## src/rtl/baud_tick_gen_if.sv

```systemverilog
// Control/status bundle for the baud-rate tick generator.
// master drives enable, resync and divisor loads; slave is the generator.
interface baud_tick_gen_if #(
  parameter int DIV_W  = 16,
  parameter int FRAC_W = 4
);
  logic              en;
  logic              resync;
  logic              cfg_wr;
  logic [DIV_W-1:0]  div_int_in;
  logic [FRAC_W-1:0] div_frac_in;
  logic              cfg_pending;
  logic              os_tick;
  logic              bit_tick;
  logic              mid_tick;
  logic              baud_clk;

  modport master (
    output en, resync, cfg_wr, div_int_in, div_frac_in,
    input  cfg_pending, os_tick, bit_tick, mid_tick, baud_clk
  );

  modport slave (
    input  en, resync, cfg_wr, div_int_in, div_frac_in,
    output cfg_pending, os_tick, bit_tick, mid_tick, baud_clk
  );
endinterface

```

## src/rtl/baud_tick_gen.sv

```systemverilog
// Fractional baud-rate timing generator.
// A period counter produces oversample ticks every div_int (+1 when the
// fractional accumulator carries) clocks; an oversample counter derives the
// bit tick, the mid-bit sample tick and a square-wave baud_clk from them.
// Every output is a flop, so no input reaches an output combinationally.
module baud_tick_gen #(
  parameter int OVERSAMPLE = 16,
  parameter int DIV_W      = 16,
  parameter int FRAC_W     = 4,
  parameter int DEF_INT    = 651,
  parameter int DEF_FRAC   = 1
) (
  input  logic           clk,
  input  logic           rst_n,
  baud_tick_gen_if.slave bus
);

  localparam int OSW = $clog2(OVERSAMPLE);

  // Divisors below 2 would make the period counter degenerate.
  localparam logic [DIV_W-1:0]  MIN_DIV    = DIV_W'(2);
  localparam logic [DIV_W-1:0]  DEF_INT_C  = (DEF_INT < 2) ? MIN_DIV : DIV_W'(DEF_INT);
  localparam logic [FRAC_W-1:0] DEF_FRAC_C = FRAC_W'(DEF_FRAC);
  localparam logic [OSW-1:0]    OS_LAST    = OSW'(OVERSAMPLE - 1);
  localparam logic [OSW-1:0]    OS_MID     = OSW'(OVERSAMPLE / 2 - 1);

  function automatic logic [DIV_W-1:0] clamp_div(input logic [DIV_W-1:0] v);
    return (v < MIN_DIV) ? MIN_DIV : v;
  endfunction

  // active and shadow divisors
  logic [DIV_W-1:0]  div_int_q, sh_int;
  logic [FRAC_W-1:0] div_frac_q, sh_frac;
  logic              pend;

  // period / phase state
  logic [DIV_W:0]    cnt;      // P may reach 2^DIV_W, so one extra bit
  logic [FRAC_W-1:0] acc;
  logic              ext;      // current period lengthened by one clk
  logic [OSW-1:0]    os_cnt;

  // registered outputs
  logic              os_q, bit_q, mid_q, bclk_q;

  logic [DIV_W:0]    per_m1;
  logic [FRAC_W:0]   acc_sum;
  logic              at_end;
  logic              bnd;
  logic              apply_sh;

  assign per_m1  = {1'b0, div_int_q} + {{DIV_W{1'b0}}, ext} - {{DIV_W{1'b0}}, 1'b1};
  assign acc_sum = {1'b0, acc} + {1'b0, div_frac_q};
  assign at_end  = (cnt == per_m1);
  // A boundary only counts while running; resync suppresses it.
  assign bnd     = bus.en && !bus.resync && at_end;
  // Pending shadow takes effect at a boundary, or straight away when frozen.
  assign apply_sh = pend && (bnd || !bus.en);

  // Divisor shadow capture and hand-over to the active divisor.
  always_ff @(posedge clk or negedge rst_n) begin
    if (!rst_n) begin
      div_int_q  <= DEF_INT_C;
      div_frac_q <= DEF_FRAC_C;
      sh_int     <= DEF_INT_C;
      sh_frac    <= DEF_FRAC_C;
      pend       <= 1'b0;
    end else if (bus.resync) begin
      // resync consumes any load: a simultaneous write wins over the shadow
      if (bus.cfg_wr) begin
        div_int_q  <= clamp_div(bus.div_int_in);
        div_frac_q <= bus.div_frac_in;
        sh_int     <= clamp_div(bus.div_int_in);
        sh_frac    <= bus.div_frac_in;
      end else if (pend) begin
        div_int_q  <= sh_int;
        div_frac_q <= sh_frac;
      end
      pend <= 1'b0;
    end else begin
      if (apply_sh) begin
        div_int_q  <= sh_int;
        div_frac_q <= sh_frac;
      end
      // a write in the same cycle as a hand-over stays pending for the next
      if (bus.cfg_wr) begin
        sh_int  <= clamp_div(bus.div_int_in);
        sh_frac <= bus.div_frac_in;
        pend    <= 1'b1;
      end else if (apply_sh) begin
        pend <= 1'b0;
      end
    end
  end

  // Period counter, fractional accumulator and oversample phase.
  always_ff @(posedge clk or negedge rst_n) begin
    if (!rst_n) begin
      cnt    <= '0;
      acc    <= '0;
      ext    <= 1'b0;
      os_cnt <= '0;
    end else if (bus.resync) begin
      cnt    <= '0;
      acc    <= '0;
      ext    <= 1'b0;
      os_cnt <= '0;
    end else if (bus.en) begin
      if (at_end) begin
        cnt        <= '0;
        {ext, acc} <= acc_sum;
        os_cnt     <= (os_cnt == OS_LAST) ? '0 : os_cnt + {{(OSW-1){1'b0}}, 1'b1};
      end else begin
        cnt <= cnt + {{DIV_W{1'b0}}, 1'b1};
      end
    end
  end

  // Tick pulses one cycle after the boundary; baud_clk flips with bit_tick.
  always_ff @(posedge clk or negedge rst_n) begin
    if (!rst_n) begin
      os_q   <= 1'b0;
      bit_q  <= 1'b0;
      mid_q  <= 1'b0;
      bclk_q <= 1'b0;
    end else begin
      os_q  <= bnd;
      bit_q <= bnd && (os_cnt == OS_LAST);
      mid_q <= bnd && (os_cnt == OS_MID);
      if (bnd && (os_cnt == OS_LAST))
        bclk_q <= ~bclk_q;
    end
  end

  assign bus.os_tick     = os_q;
  assign bus.bit_tick    = bit_q;
  assign bus.mid_tick    = mid_q;
  assign bus.baud_clk    = bclk_q;
  assign bus.cfg_pending = pend;

endmodule

```

## src/flat_wrapper.sv

```systemverilog
// flat-port wrapper written by rule: the top's interface ports become plain ports
module baud_tick_gen_flat 
#(
  parameter int OVERSAMPLE = 16,
  parameter int DIV_W      = 16,
  parameter int FRAC_W     = 4,
  parameter int DEF_INT    = 651,
  parameter int DEF_FRAC   = 1
)
  (clk, rst_n, bus_en, bus_resync, bus_cfg_wr, bus_div_int_in, bus_div_frac_in, bus_cfg_pending, bus_os_tick, bus_bit_tick, bus_mid_tick, bus_baud_clk);
  baud_tick_gen_if #(.DIV_W(DIV_W), .FRAC_W(FRAC_W)) bus_i ();
  input  logic clk;
  input  logic rst_n;
  input wire logic [$bits(bus_i.en)-1:0] bus_en;
  input wire logic [$bits(bus_i.resync)-1:0] bus_resync;
  input wire logic [$bits(bus_i.cfg_wr)-1:0] bus_cfg_wr;
  input wire logic [$bits(bus_i.div_int_in)-1:0] bus_div_int_in;
  input wire logic [$bits(bus_i.div_frac_in)-1:0] bus_div_frac_in;
  output wire logic [$bits(bus_i.cfg_pending)-1:0] bus_cfg_pending;
  output wire logic [$bits(bus_i.os_tick)-1:0] bus_os_tick;
  output wire logic [$bits(bus_i.bit_tick)-1:0] bus_bit_tick;
  output wire logic [$bits(bus_i.mid_tick)-1:0] bus_mid_tick;
  output wire logic [$bits(bus_i.baud_clk)-1:0] bus_baud_clk;
  assign bus_i.en = bus_en;
  assign bus_i.resync = bus_resync;
  assign bus_i.cfg_wr = bus_cfg_wr;
  assign bus_i.div_int_in = bus_div_int_in;
  assign bus_i.div_frac_in = bus_div_frac_in;
  assign bus_cfg_pending = bus_i.cfg_pending;
  assign bus_os_tick = bus_i.os_tick;
  assign bus_bit_tick = bus_i.bit_tick;
  assign bus_mid_tick = bus_i.mid_tick;
  assign bus_baud_clk = bus_i.baud_clk;
  baud_tick_gen #(.OVERSAMPLE(OVERSAMPLE), .DIV_W(DIV_W), .FRAC_W(FRAC_W), .DEF_INT(DEF_INT), .DEF_FRAC(DEF_FRAC)) u_core (.clk(clk), .rst_n(rst_n), .bus(bus_i));
endmodule
```

## config.mk

```make
export PLATFORM = sky130hd
export DESIGN_NAME = baud_tick_gen_flat
export DESIGN_NICKNAME = d
export VERILOG_FILES = /design/src/rtl/baud_tick_gen_if.sv /design/src/rtl/baud_tick_gen.sv /design/src/flat_wrapper.sv
export SDC_FILE = /design/constraint.sdc
export NUM_CORES = 1
export LEC_CHECK = 0
export CELL_PAD_IN_SITES_DETAIL_PLACEMENT = 1
export CELL_PAD_IN_SITES_GLOBAL_PLACEMENT = 1
export CORE_ASPECT_RATIO = 1.5
export CORE_UTILIZATION = 47
export DETAILED_ROUTE_END_ITERATION = 10
export PLACE_DENSITY = 0.82
export SYNTH_ARGS = -nofsm -noshare
export SYNTH_HDL_FRONTEND = slang
export SYNTH_SLANG_ARGS = --single-unit
```

## constraint.sdc

```tcl
create_clock -name clk -period 4.37 [get_ports clk]
set_clock_uncertainty 0.15 [all_clocks]
set_input_delay 0.437 -clock clk [delete_from_list [all_inputs] [get_ports clk]]
set_output_delay 0.437 -clock clk [all_outputs]
set_load 0.1 [all_outputs]
```

==> impl_metrics.toml <==
[logic_synthesis]
synthCells = 369
synth_seq_cells = 71
yosys.cell_types.count = 56
yosys_most_used_dff = "sky130_fd_sc_hd__dfrtp_1"
mappedNetlistNets = 403
number_of_enable_flip_flop_cells_after_synthesis = 0
synthMostInstantiatedCell = "sky130_fd_sc_hd__dfrtp_1"
synth_top_cells_by_count = "sky130_fd_sc_hd__dfrtp_1 (59), sky130_fd_sc_hd__mux2_2 (34), sky130_fd_sc_hd__nor2_1 (26), sky130_fd_sc_hd__nand2_1 (18), sky130_fd_sc_hd__nand3_1 (17)"
synthArstFlopShare = 1.00
yosysWarningCount = 0
synth.top_cells.by_area = "sky130_fd_sc_hd__dfrtp_1 (37%), sky130_fd_sc_hd__mux2_2 (9.6%), sky130_fd_sc_hd__dfstp_2 (7.9%)"
synthDominantAreaCellType = "sky130_fd_sc_hd__dfrtp_1"
synth_area_mm2 = 0.00399
synth_area_per_cell_um2 = 10.8
synth_seq_area_share = 0.450
yosys.area.top_type_share = 0.370

[timing]
max_slew_margin = 0.332
maximum_clock_frequency_mhz = 268
worstMarginPinSlew_ns = 0.999
setup-violations-final = 0
setup-tns-final_ns = 0
report.final.slew_viol_count = 0
finalHoldViolations = 0
timing.final.crit_share = 0.854
grt_setup_unrepaired = "no"
post-route-min-period_ns = 3.73
setup_slack_ns = 0.636

[clocking]
ctsLongestPathBuffers = 2
clk_root_buffer_cell = "sky130_fd_sc_hd__clkbuf_16"
clkSinkCount = 71
cts_hold_buf = 0
cts_htree_levels = 3
clk_latency_ns = 0.33
post-cts-setup-buffer-count = 0
cts_buffers = 9
cts_tree = "yes"
cts_resized = 0
clock_transition_at_the_registers_of_the_reported_paths_ns = 0.06

[pwr]
sequentialPowerShare = 0.400
pwr-share-comb = 0.155
switching_share = 0.257
p_leak_nw = 1.92
total_switching_power_mw = 0.524
internal_power_mw = 1.52
max-vdd-ir-drop_uv = 254
power.total_mw = 2.04
power.density_cell_area_mw_per_mm2 = 431
clkPwrFrac = 0.446

[hold_path]
holdCritPathClass = "input port to asynchronous set/reset pin"

[finish]
antennaDiodeCount = 0
layout-drive-gt1-share = 0.201
area.growth.synth_to_final_pct = 18.9
design.final.nets = 432

[worst_setup_path]
cpPeakStageDelay_ns = 0.57
crit_path_max_fanout = 20
critPathTopFamily = "simple AND/OR/NAND/NOR gates"
crit_arrival_ns = 3.79
setup.worst_path.end_class = "register"
worst_setup_path_start_kind = "register"
critical-path-slowest-cell = "sky130_fd_sc_hd__or4b_1"
wp_buf_inv = 2
crit_required_ns = 4.43
critical_path_class = "register to register"
crit_top_cell = "sky130_fd_sc_hd__ha_1"
critical_path.cell_chain = "inv_1 > ha_1 > ha_1 > or4b_1 > or3_1 > a221o_1 > nor3_2 > nand4_4 > a21oi_2 > buf_4 > mux2_1"

[grt]
first_global_vias = 3399
grt_first_pass_wirelength_mm = 17.3
antenna_found_initial = 0
largest_net_degree_at_the_start_of_global_routing = 39
grt_overflow_total = 0
groute.usage.overall = 0.255

[floorplan]
die_height_um = 115
fp.dieW_um = 77.2
floorplan.io_pins = 30
initial_core_util = 0.492
core_area_mm2 = 0.00811
fp.dieArea_mm2 = 0.00886
fp-row-count = 40

[drt]
route.detailed.drc = 0
drt_iter0_drc = 178
detail-route-antenna-nets = 0
drtPass1Iterations = 4
drt-total-wl_mm = 10.3
routed_wirelength_normalized_by_instance_count_um = 20.3
route.detailed.vias_per_inst = 6.03
dr_total_vias = 3063

[placement]
post-dp-hpwl_mm = 7.38
io_buffer_count = 29
placement.setup.worst_slack_ns = 0.650
routabilityCongestion = 0.822

[outcome]
status = "completed"

[job]
max_cap_viol_count = 0
-- cell usage in the layout, fill, tap and decap left out, types with 5 or more instances in the layout --
cell                              synthesis  routed
sky130_fd_sc_hd__a21oi_1                 14      14
sky130_fd_sc_hd__buf_4                    0       7
sky130_fd_sc_hd__clkbuf_16                0       9
sky130_fd_sc_hd__clkdlybuf4s50_1          0      28
sky130_fd_sc_hd__dfrtp_1                 59      59
sky130_fd_sc_hd__dfstp_2                 12      12
sky130_fd_sc_hd__ha_1                     8       8
sky130_fd_sc_hd__inv_1                    9       9
sky130_fd_sc_hd__mux2_1                  16      16
sky130_fd_sc_hd__mux2_2                  34      34
sky130_fd_sc_hd__nand2_1                 18      18
sky130_fd_sc_hd__nand3_1                 17      17
sky130_fd_sc_hd__nand4_1                 10      10
sky130_fd_sc_hd__nor2_1                  26      26
sky130_fd_sc_hd__nor3_1                   7       7
sky130_fd_sc_hd__nor4_1                  11      11
sky130_fd_sc_hd__o21ai_0                  7       7
sky130_fd_sc_hd__or3_1                    6       6
sky130_fd_sc_hd__or4_1                    5       5
sky130_fd_sc_hd__xnor2_1                 16      16
sky130_fd_sc_hd__xor2_1                  16      16
-- registers in the layout, indices dropped and copies added, names as in the netlist --
signal / cells
u_core.os_cnt: 4
u_core.cnt: 17
u_core.sh_int: 16
u_core.div_frac_q: 4
u_core.bus.mid_tick: 1
u_core.bus.bit_tick: 1
u_core.ext: 1
u_core.div_int_q: 16
u_core.bus.os_tick: 1
u_core.bus.baud_clk: 1
u_core.acc: 4
u_core.bus.cfg_pending: 1
u_core.sh_frac: 4
-- metrics by stage --
step / cells / util / hold WS [ns] / instance area, µm²
after floorplan: 369 / - / -0.00859 / 3990
after global placement: 492 / 0.538 / 0.306 / 4370
after detailed placement: 492 / 0.538 / 0.307 / 4370
after CTS: 508 / 0.584 / 0.0668 / 4740
after global routing: 508 / 0.584 / 0.105 / 4740
final: 508 / 0.584 / 0.0322 / 4740
-- cell type report --
cell class,count,area [µm²]
Clock inverter,5,129
Multi-Input combinational cell,271,2070
Clock buffer,11,243
Tap cell,105,131
Fill cell,879,3370
Sequential cell,71,1790
Timing Repair Buffer,36,338
Inverter,9,33.8
-- metal layers --
metal | wire, µm | part of all wire | GRT usage
met5 | 0 | 0 | 0
met4 | 280 | 0.027 | 0.113
met3 | 287 | 0.028 | 0.0405
met2 | 5700 | 0.55 | 0.471
met1 | 4060 | 0.39 | 0.287
-- power groups by stage --
stage          sequential (mW)  combinational, mW  clock [mW]
3_3_place_gp             0.820              0.294           0
3_5_place_dp             0.824              0.313           0
2_1_floorplan            0.789              0.228           0
6_report                 0.816              0.315       0.910
5_1_grt                  0.825              0.345       0.946
4_1_cts                  0.815              0.319       0.921
-- cells by family after synthesis --
logic type | synth area share
AOI/OAI and AO/OA | 0.0907
xor gates and xnor gates | 0.0703
DFF | 0.450
adders and majority gates | 0.0301
buffers and inverters | 0.0308
and+or+nand+nor | 0.180
muxes | 0.149
-- final timing paths --
path                                                 start  cells past startpoint                               to  slack [ns]
hold reg to reg            u_core.bus.baud_clk$_DFFE_PN0P_                      1  u_core.bus.baud_clk$_DFFE_PN0P_        0.32
hold / removal                                       rst_n                      1        u_core.cnt[7]$_DFFE_PN0P_        0.03
max in group asynchronous                            rst_n                      2     u_core.sh_int[1]$_DFFE_PN1P_        3.02
setup reg to reg                    u_core.ext$_DFFE_PN0P_                     11  u_core.div_int_q[6]$_DFFE_PN0P_        0.64
min in group clk           u_core.bus.baud_clk$_DFFE_PN0P_                      1  u_core.bus.baud_clk$_DFFE_PN0P_        0.32
setup / recovery                    u_core.ext$_DFFE_PN0P_                     11  u_core.div_int_q[6]$_DFFE_PN0P_        0.64
Note: power is estimated with default switching activity, not from simulation.
